## config.mk

```make
export PLATFORM = sky130hd
export DESIGN_NAME = controlador_suma_multipalabra
export DESIGN_NICKNAME = d
export VERILOG_FILES = /design/src/rtl/controlador_suma_multipalabra.sv
export SDC_FILE = /design/constraint.sdc
export NUM_CORES = 1
export LEC_CHECK = 0
export ABC_AREA = 0
export CORE_MARGIN = 4
export CORE_UTILIZATION = 56
export CTS_CLUSTER_DIAMETER = 40
export CTS_CLUSTER_SIZE = 24
export DETAILED_ROUTE_END_ITERATION = 6
export HOLD_SLACK_MARGIN = 0.15
export PLACE_DENSITY = 0.85
export SETUP_SLACK_MARGIN = 0.15
export SYNTH_ARGS = -nofsm -noshare
export SYNTH_HDL_FRONTEND = slang
export SYNTH_SLANG_ARGS = --single-unit
```

## constraint.sdc

```tcl
create_clock -name clk -period 7.04 [get_ports clk]
set_input_delay 0.704 -clock clk [delete_from_list [all_inputs] [get_ports clk]]
set_output_delay 0.704 -clock clk [all_outputs]
set_load 0.05 [all_outputs]
```

## src/rtl/controlador_suma_multipalabra.sv

```systemverilog
// Wide add/subtract sequencer: one shared N-bit ripple adder processes a
// K-word operand pair one word per clock, LSW first, carry kept in a flop.

module sumador_N #(
  parameter int N = 4
) (
  input  logic [N-1:0] a,
  input  logic [N-1:0] b,
  input  logic         cin,
  output logic [N-1:0] s,
  output logic         cout
);
  logic [N:0] c;

  assign c[0] = cin;
  for (genvar i = 0; i < N; i++) begin : g_bit
    assign s[i]   = a[i] ^ b[i] ^ c[i];
    assign c[i+1] = (a[i] & b[i]) | (c[i] & (a[i] ^ b[i]));
  end
  assign cout = c[N];
endmodule

module controlador_suma_multipalabra #(
  parameter int N = 4,
  parameter int K = 4
) (
  input  logic         clk,
  input  logic         rst_n,
  input  logic         start,
  input  logic         op,
  input  logic [N*K-1:0] A_in,
  input  logic [N*K-1:0] B_in,
  output logic         busy,
  output logic         done,
  output logic [N*K-1:0] result,
  output logic         carry_out,
  output logic         overflow
);
  localparam int W  = N * K;
  localparam int IW = $clog2(K);

  typedef enum logic [1:0] {S_IDLE, S_LOAD, S_RUN, S_DONE} state_t;

  state_t          state_q, state_d;
  logic [IW-1:0]   idx_q, idx_d;
  logic            cy_q, cy_d;
  logic            op_q, op_d;
  logic [W-1:0]    a_q, a_d, b_q, b_d;
  logic [W-1:0]    res_q, res_d;
  logic            co_q, co_d, ov_q, ov_d;
  logic            busy_q, busy_d, done_q, done_d;

  logic [N-1:0]    word_a, word_b, word_s;
  logic            word_co;

  assign word_a = a_q[idx_q*N +: N];
  assign word_b = b_q[idx_q*N +: N];

  sumador_N #(.N(N)) u_sum (
    .a    (word_a),
    .b    (word_b),
    .cin  (cy_q),
    .s    (word_s),
    .cout (word_co)
  );

  always_comb begin
    state_d = state_q;
    idx_d   = idx_q;
    cy_d    = cy_q;
    op_d    = op_q;
    a_d     = a_q;
    b_d     = b_q;
    res_d   = res_q;
    co_d    = co_q;
    ov_d    = ov_q;
    case (state_q)
      S_IDLE: if (start) begin
        a_d     = A_in;
        b_d     = B_in;
        op_d    = op;
        state_d = S_LOAD;
      end
      S_LOAD: begin
        // subtract becomes A + ~B + 1: invert B once, seed carry with op
        idx_d   = '0;
        cy_d    = op_q;
        if (op_q) b_d = ~b_q;
        state_d = S_RUN;
      end
      S_RUN: begin
        res_d[idx_q*N +: N] = word_s;
        cy_d  = word_co;
        idx_d = idx_q + IW'(1);
        if (idx_q == IW'(K-1)) begin
          idx_d   = '0;
          co_d    = word_co;
          ov_d    = (a_q[W-1] == b_q[W-1]) && (word_s[N-1] != a_q[W-1]);
          state_d = S_DONE;
        end
      end
      default: state_d = S_IDLE;
    endcase
    busy_d = (state_d == S_LOAD) || (state_d == S_RUN);
    done_d = (state_d == S_DONE);
  end

  always_ff @(posedge clk or negedge rst_n) begin
    if (!rst_n) begin
      state_q <= S_IDLE;
      idx_q   <= '0;
      cy_q    <= 1'b0;
      op_q    <= 1'b0;
      a_q     <= '0;
      b_q     <= '0;
      res_q   <= '0;
      co_q    <= 1'b0;
      ov_q    <= 1'b0;
      busy_q  <= 1'b0;
      done_q  <= 1'b0;
    end else begin
      state_q <= state_d;
      idx_q   <= idx_d;
      cy_q    <= cy_d;
      op_q    <= op_d;
      a_q     <= a_d;
      b_q     <= b_d;
      res_q   <= res_d;
      co_q    <= co_d;
      ov_q    <= ov_d;
      busy_q  <= busy_d;
      done_q  <= done_d;
    end
  end

  assign busy      = busy_q;
  assign done      = done_q;
  assign result    = res_q;
  assign carry_out = co_q;
  assign overflow  = ov_q;
endmodule

```

==> results of run 1 <==
## routing by layer
| metal | track usage (%) | wire [microns] | share of wire [%] |
|---|---|---|---|
| met1 | 24.2 | 2400 | 41 |
| met2 | 32.4 | 2970 | 51 |
| met3 | 5.04 | 369 | 6.3 |
| met4 | 11.1 | 128 | 2.2 |
| met5 | 0 | 0 | 0 |
## sequential cells by signal (all words and copies together), names as in the netlist
name,count
cy_q,1
idx_q,2
busy,1
b_q,16
result,16
op_q,1
carry_out,1
state_q,2
a_q,16
overflow,1
done,1
## area by class of cell
| cell class | count | area [sq um] | area share, % |
|---|---|---|---|
| well taps | 70 | 87.6 | 2.38 |
| repair buffers | 56 | 553 | 15.0 |
| clock buffers | 14 | 173 | 4.69 |
| inverters | 28 | 105 | 2.85 |
| flip-flops and latches | 58 | 1450 | 39.4 |
| clock inverters | 2 | 10.0 | 0.272 |
| multi-input cells | 143 | 1300 | 35.4 |
## worst max-delay path, cell delays in order, from the launching register on
cell	delay, ps
dfrtp_1	750
mux4_2	580
inv_1	90
fa_1	160
inv_1	50
fa_1	370
inv_1	80
fa_1	160
inv_1	50
fa_1	600
and3b_1	200
a21oi_1	100
o21ai_0	80
## synth_stat cells
library cell / n
a21oi_1: 3
a22o_1: 4
a31oi_1: 1
and2b_1: 2
and3b_1: 1
buf_12: 1
buf_2: 6
buf_6: 1
dfrtp_1: 58
fa_1: 4
ha_1: 11
inv_1: 28
mux2_2: 18
mux2i_1: 31
mux2i_2: 1
mux4_2: 8
nand2_1: 22
nand2_2: 1
nand2b_1: 3
nand3_1: 4
nor2_1: 4
nor2_4: 1
nor2b_1: 1
nor3_1: 2
o21ai_0: 11
o22ai_1: 1
o31ai_1: 6
o41ai_1: 1
or3_1: 2
## cell families after synthesis
logic type / share of synthesized area [%]
simple gates: 7.07
flops: 49.7
fa+ha+maj: 7.46
buf+inv: 5.70
compound gates: 5.87
mux: 24.2
## path summary, 6_finish.rpt
| check | cells after the start | slack (ps) | start | endpoint |
|---|---|---|---|---|
| max in group asynchronous | 2 | 6060 | rst_n | a_q[13] |
| min in group asynchronous | 2 | 500 | rst_n | b_q[3] |
| min reg2reg | 2 | 480 | result[5] | result[5] |
| min | 2 | 480 | result[5] | result[5] |
| max | 12 | 3660 | idx_q[0] | overflow |
| max reg2reg | 12 | 3660 | idx_q[0] | overflow |
## report_power, final
part	internal, mW	switching (mW)	leakage [nW]	total (mW)
Clock	0.156	0.127	0.0965	0.282
Sequential	0.492	0.108	0.697	0.600
Combinational	0.423	0.566	0.841	0.989
==> metrics, run 1 <==
status=completed; DR vias=2006; Cells after DPL=355; critical path class=reg -> reg; Util after Layout=72.6%; RSZ-0062 raised after global routing=no; Num CTS Buffers=9; setup TNS=0 ps; hold_ws=482 ps; P per Cell Area=508 mW/mm^2; Max transition margin=29.9%; dominant cell type by area after synthesis=dfrtp_1; Final min period=3380 ps; antenna-violating nets left=0; WL per Instance=15.8 microns; fin. max-slew vios=0; Worst-Margin Slew=1050 ps; clk_skew=7.51 ps; CTS Hold Buffers Added=0; post-synth cell types=29; Max FO, Critical Path=14; Final WS setup=3660 ps; Core ar.=0.00507 sq mm; largest net degree at the start of global routing=59; post-route insts no fill=371; # diodes=0; IO buf count=55; sequential share of the synthesized area=49.7%; worst-skew pair later-pin latency=340 ps; TritonRoute pass-1 iters=4; Hold Violations, Final=0; Yosys warnings=0; num rows=26; post-synthesis register bit count=58; worst vdd ir=0.000274 V; area fraction of the dominant cell type after synthesis=49.7%; # Max-Cap Violations=0; Tcrit/Tclk final=48.0%; synthesized area=0.00292 sq mm; final net count=347; Post-Synthesis Cells=237; H-Tree Depth=3; placed instance area=0.00350 sq mm; residual DRC count=0; die height=80.2 microns; layout cell share with drive strength beyond 1=15.0%; Fill cells=386; startpoint types=register; setup slack at placement=3630 ps; Resized Gates After CTS=0; Critical Path End Type=register; initial antenna violation count=0; syn nets=288; # IOs=56; vias in the first global route=2099; clk slew on worst S/H paths=70 ps; Tot GR Track Use=19.9%; Detailed Route Iter0 Violations=147; clk buf depth=2; Routed WL=5.87 mm; fmax=296 MHz; Final setup viols=0; GP Congestion=0.898; HP Class=reg -> reg; mean post-synth cell area=12.3 sq um; Worst EP required=7270 ps; Static Leak=1.63 nW; most frequent cells in the layout=58 x dfrtp_1, 54 x clkdlybuf4s50_1, 31 x mux2i_1, 28 x inv_1, 22 x nand2_1; vias per inst=5.41; setup bufs post-CTS=0; CTS tree=built; GRT overflow=0; Worst Path Arrival=3600 ps; DIE AREA=0.00643 sq mm; commonest non-fill, non-tap cell in the layout=dfrtp_1; Starting Density=57.5%; first-pass GRT wire length=9.58 mm; Die X=80.2 microns; Detailed Place HPWL=4.20 mm; total power draw=1.87 mW; # clock sinks=58; area delta synth->final=26.1%; Clock Tree Root=clkbuf_8; fin area=0.00368 sq mm; synth top area cells=dfrtp_1 50%, mux2i_1 11%, mux2_2 6.9%
(Power assumes the default switching activity.)
==> run 2: changes to the inputs <==
CORE_UTILIZATION = 47   (was 56)
PLACE_DENSITY = 0.76   (was 0.85)
clock period = 2.9 ns   (was 7.04 ns; I/O delays follow)
==> run 2 against run 1 <==
Sequential share of layout area fell by 1.1 points. Clock skew is 1.4 ps lower. Largest cell class unchanged. Clock power increased to 2.5 times the previous value. Worst hold slack got worse by 32 ps.
==> metrics, run 2 (same netlist as run 1, synthesis figures left out) <==
largest net degree at the start of global routing=38 (was 59); Tot GR Track Use=18.0% (was 19.9%); NetSw=1.95 mW (was 800 uW); vias per inst=5.21 (was 5.41); Hold Violations, Final=0 (unchanged); HP Class=in -> async (was reg -> reg); antenna-violating nets left=0 (unchanged); Max FO, Critical Path=4 (was 14); Max transition margin=60.9% (was 29.9%); critical path class=reg -> reg (unchanged); setup TNS=0 ps (unchanged); Static Leak=1.68 nW (was 1.63 nW); Internal Power=2.72 mW (was 1.07 mW); # clock sinks=58 (unchanged); Clk pwr share=15.1% (about the same); startpoint types=register (unchanged); placed instance area=0.00355 sq mm (was 0.00350 sq mm); GRT overflow=0 (unchanged); clk slew on worst S/H paths=70 ps (about the same); # diodes=0 (unchanged); post-route insts no fill=386 (was 371); fin. max-slew vios=0 (unchanged); WL per Instance=15.2 microns (was 15.8 microns); RR Endpoint=result[15] (was overflow); Detailed Route Iter0 Violations=80 (was 147); residual DRC count=0 (unchanged); layout cell share with drive strength beyond 1=20.3% (was 15.0%); Tcrit/Tclk final=96.3% (was 48.0%); Sw Ratio=41.8% (was 42.8%); H-Tree Depth=3 (unchanged); Critical Path End Type=register (unchanged); GP Congestion=0.767 (was 0.898); DR vias=2010 (was 2006); power share of the sequential group=30.2% (was 32.1%); Starting Density=48.7% (was 57.5%); RSZ-0062 raised after global routing=yes (was no); Cells after DPL=366 (was 355); area delta synth->final=29.8% (was 26.1%); Final setup viols=0 (unchanged); num rows=28 (was 26); Worst EP required=3140 ps (was 7270 ps); IO buf count=55 (unchanged); worst vdd ir=0.000623 V (was 0.000274 V); # Max-Cap Violations=0 (unchanged); TritonRoute pass-1 iters=4 (unchanged); Die X=86.8 microns (was 80.2 microns); Worst Path Arrival=3030 ps (was 3600 ps); die height=86.8 microns (was 80.2 microns); Logic pwr share=54.6% (was 52.9%); worst r2r src=idx_q[1] (was idx_q[0]); Detailed Place HPWL=4.33 mm (was 4.20 mm); clk_skew=6.09 ps (was 7.51 ps); R2R Setup Slk=110 ps (was 3660 ps); Clock Tree Root=clkbuf_8 (unchanged); clk buf depth=2 (unchanged); Core ar.=0.00599 sq mm (was 0.00507 sq mm); vias in the first global route=2164 (was 2099); fmax=358 MHz (was 296 MHz); most frequent cells in the layout=57 x dfrtp_1, 54 x clkdlybuf4s50_1, 31 x mux2i_1, 24 x inv_1, 22 x nand2_1 (was 58 x dfrtp_1, 54 x clkdlybuf4s50_1, 31 x mux2i_1, 28 x inv_1, 22 x nand2_1); FF-to-FF path depth=12 (unchanged); initial antenna violation count=0 (unchanged); Util after Layout=63.3% (was 72.6%); commonest non-fill, non-tap cell in the layout=dfrtp_1 (unchanged); total power draw=4.67 mW (was 1.87 mW); DIE AREA=0.00754 sq mm (was 0.00643 sq mm); final net count=358 (was 347); Worst-Margin Slew=584 ps (was 1050 ps); status=completed (unchanged); CTS tree=built (unchanged); fin area=0.00379 sq mm (was 0.00368 sq mm); # IOs=56 (unchanged); P per Cell Area=1230 mW/mm^2 (was 508 mW/mm^2); first-pass GRT wire length=10.3 mm (was 9.58 mm); Routed WL=5.85 mm (was 5.87 mm); Final min period=2790 ps (was 3380 ps); worst-skew pair later-pin latency=330 ps (was 340 ps); Num CTS Buffers=9 (unchanged)
## run 2: cell count changes in the layout (fill, tap and decap cells not counted), moves of 3 or more
cell,previous run,this run
buf_4,1,11
inv_1,28,24
inv_2,0,4
fa_1,4,1
fa_2,0,3
## run 2: final cells by class
| cell class | count | area (sq um) |
|---|---|---|
| Sequential cell | 58 | 1450 |
| Multi-Input combinational cell | 143 | 1310 |
| Fill cell | 465 | 2200 |
| Timing Repair Buffer | 67 | 638 |
| Clock inverter | 1 | 7.51 |
| Tap cell | 75 | 93.8 |
| Inverter | 28 | 105 |
| Clock buffer | 14 | 183 |
## run 2: repair_timing
item	in CTS	in global routing
hold buffers	1	0
endpoints found under the setup margin	5	5
buffers inserted	4	0
gates resized for setup	8	0
gates cloned	0	0
hold endpoints to repair	21	0
## run 2: power groups by stage
stage          combinational [mW]  clock (mW)  sequential, mW
6_report                     2.55       0.707            1.41
2_1_floorplan                1.44           0            1.74
5_1_grt                      2.80       0.762            1.47
3_5_place_dp                 2.50           0            1.43
4_1_cts                      2.58       0.721            1.42
3_3_place_gp                 2.44           0            1.43
## run 2: layer usage
layer / share of wire [%] / up-vias / track usage, %
met3: 5.1 / 9 / 3.52
met5: 0 / - / 0
met4: 1.7 / 0 / 8.78
li1: - / 957 / -
met1: 47 / 988 / 24.6
met2: 47 / 56 / 27.5
## run 2: worst max-delay path by stage
| stage | start | end | slack, ps | cells past startpoint |
|---|---|---|---|---|
| 2_1_floorplan | idx_q[0] | overflow | -30 | 13 |
| 3_3_place_gp | idx_q[0] | result[15] | 110 | 12 |
| 3_5_place_dp | idx_q[0] | overflow | 30 | 12 |
| 4_1_cts | idx_q[1] | result[15] | 110 | 12 |
| 5_1_grt | idx_q[1] | result[15] | -30 | 12 |
| 6_report | idx_q[1] | result[15] | 110 | 12 |
## run 2: critical path, cell delays in order, from the launching register on
cell     delay [ps]
dfrtp_1         410
mux4_2          520
inv_2            70
fa_2            190
inv_2            40
fa_2            320
inv_2            60
fa_2            170
inv_1            40
fa_1            490
buf_4           140
nand2_1          70
o31ai_1         180
## run 2: stage by stage
| stage | setup slack (ps) | hold WS, ps |
|---|---|---|
| after global placement | 113 | 277 |
| final | 108 | 450 |
| after CTS | 112 | 462 |
| after floorplan | -30.3 | -5.59 |
| after global routing | -28.8 | 497 |
| after detailed placement | 27.2 | 289 |
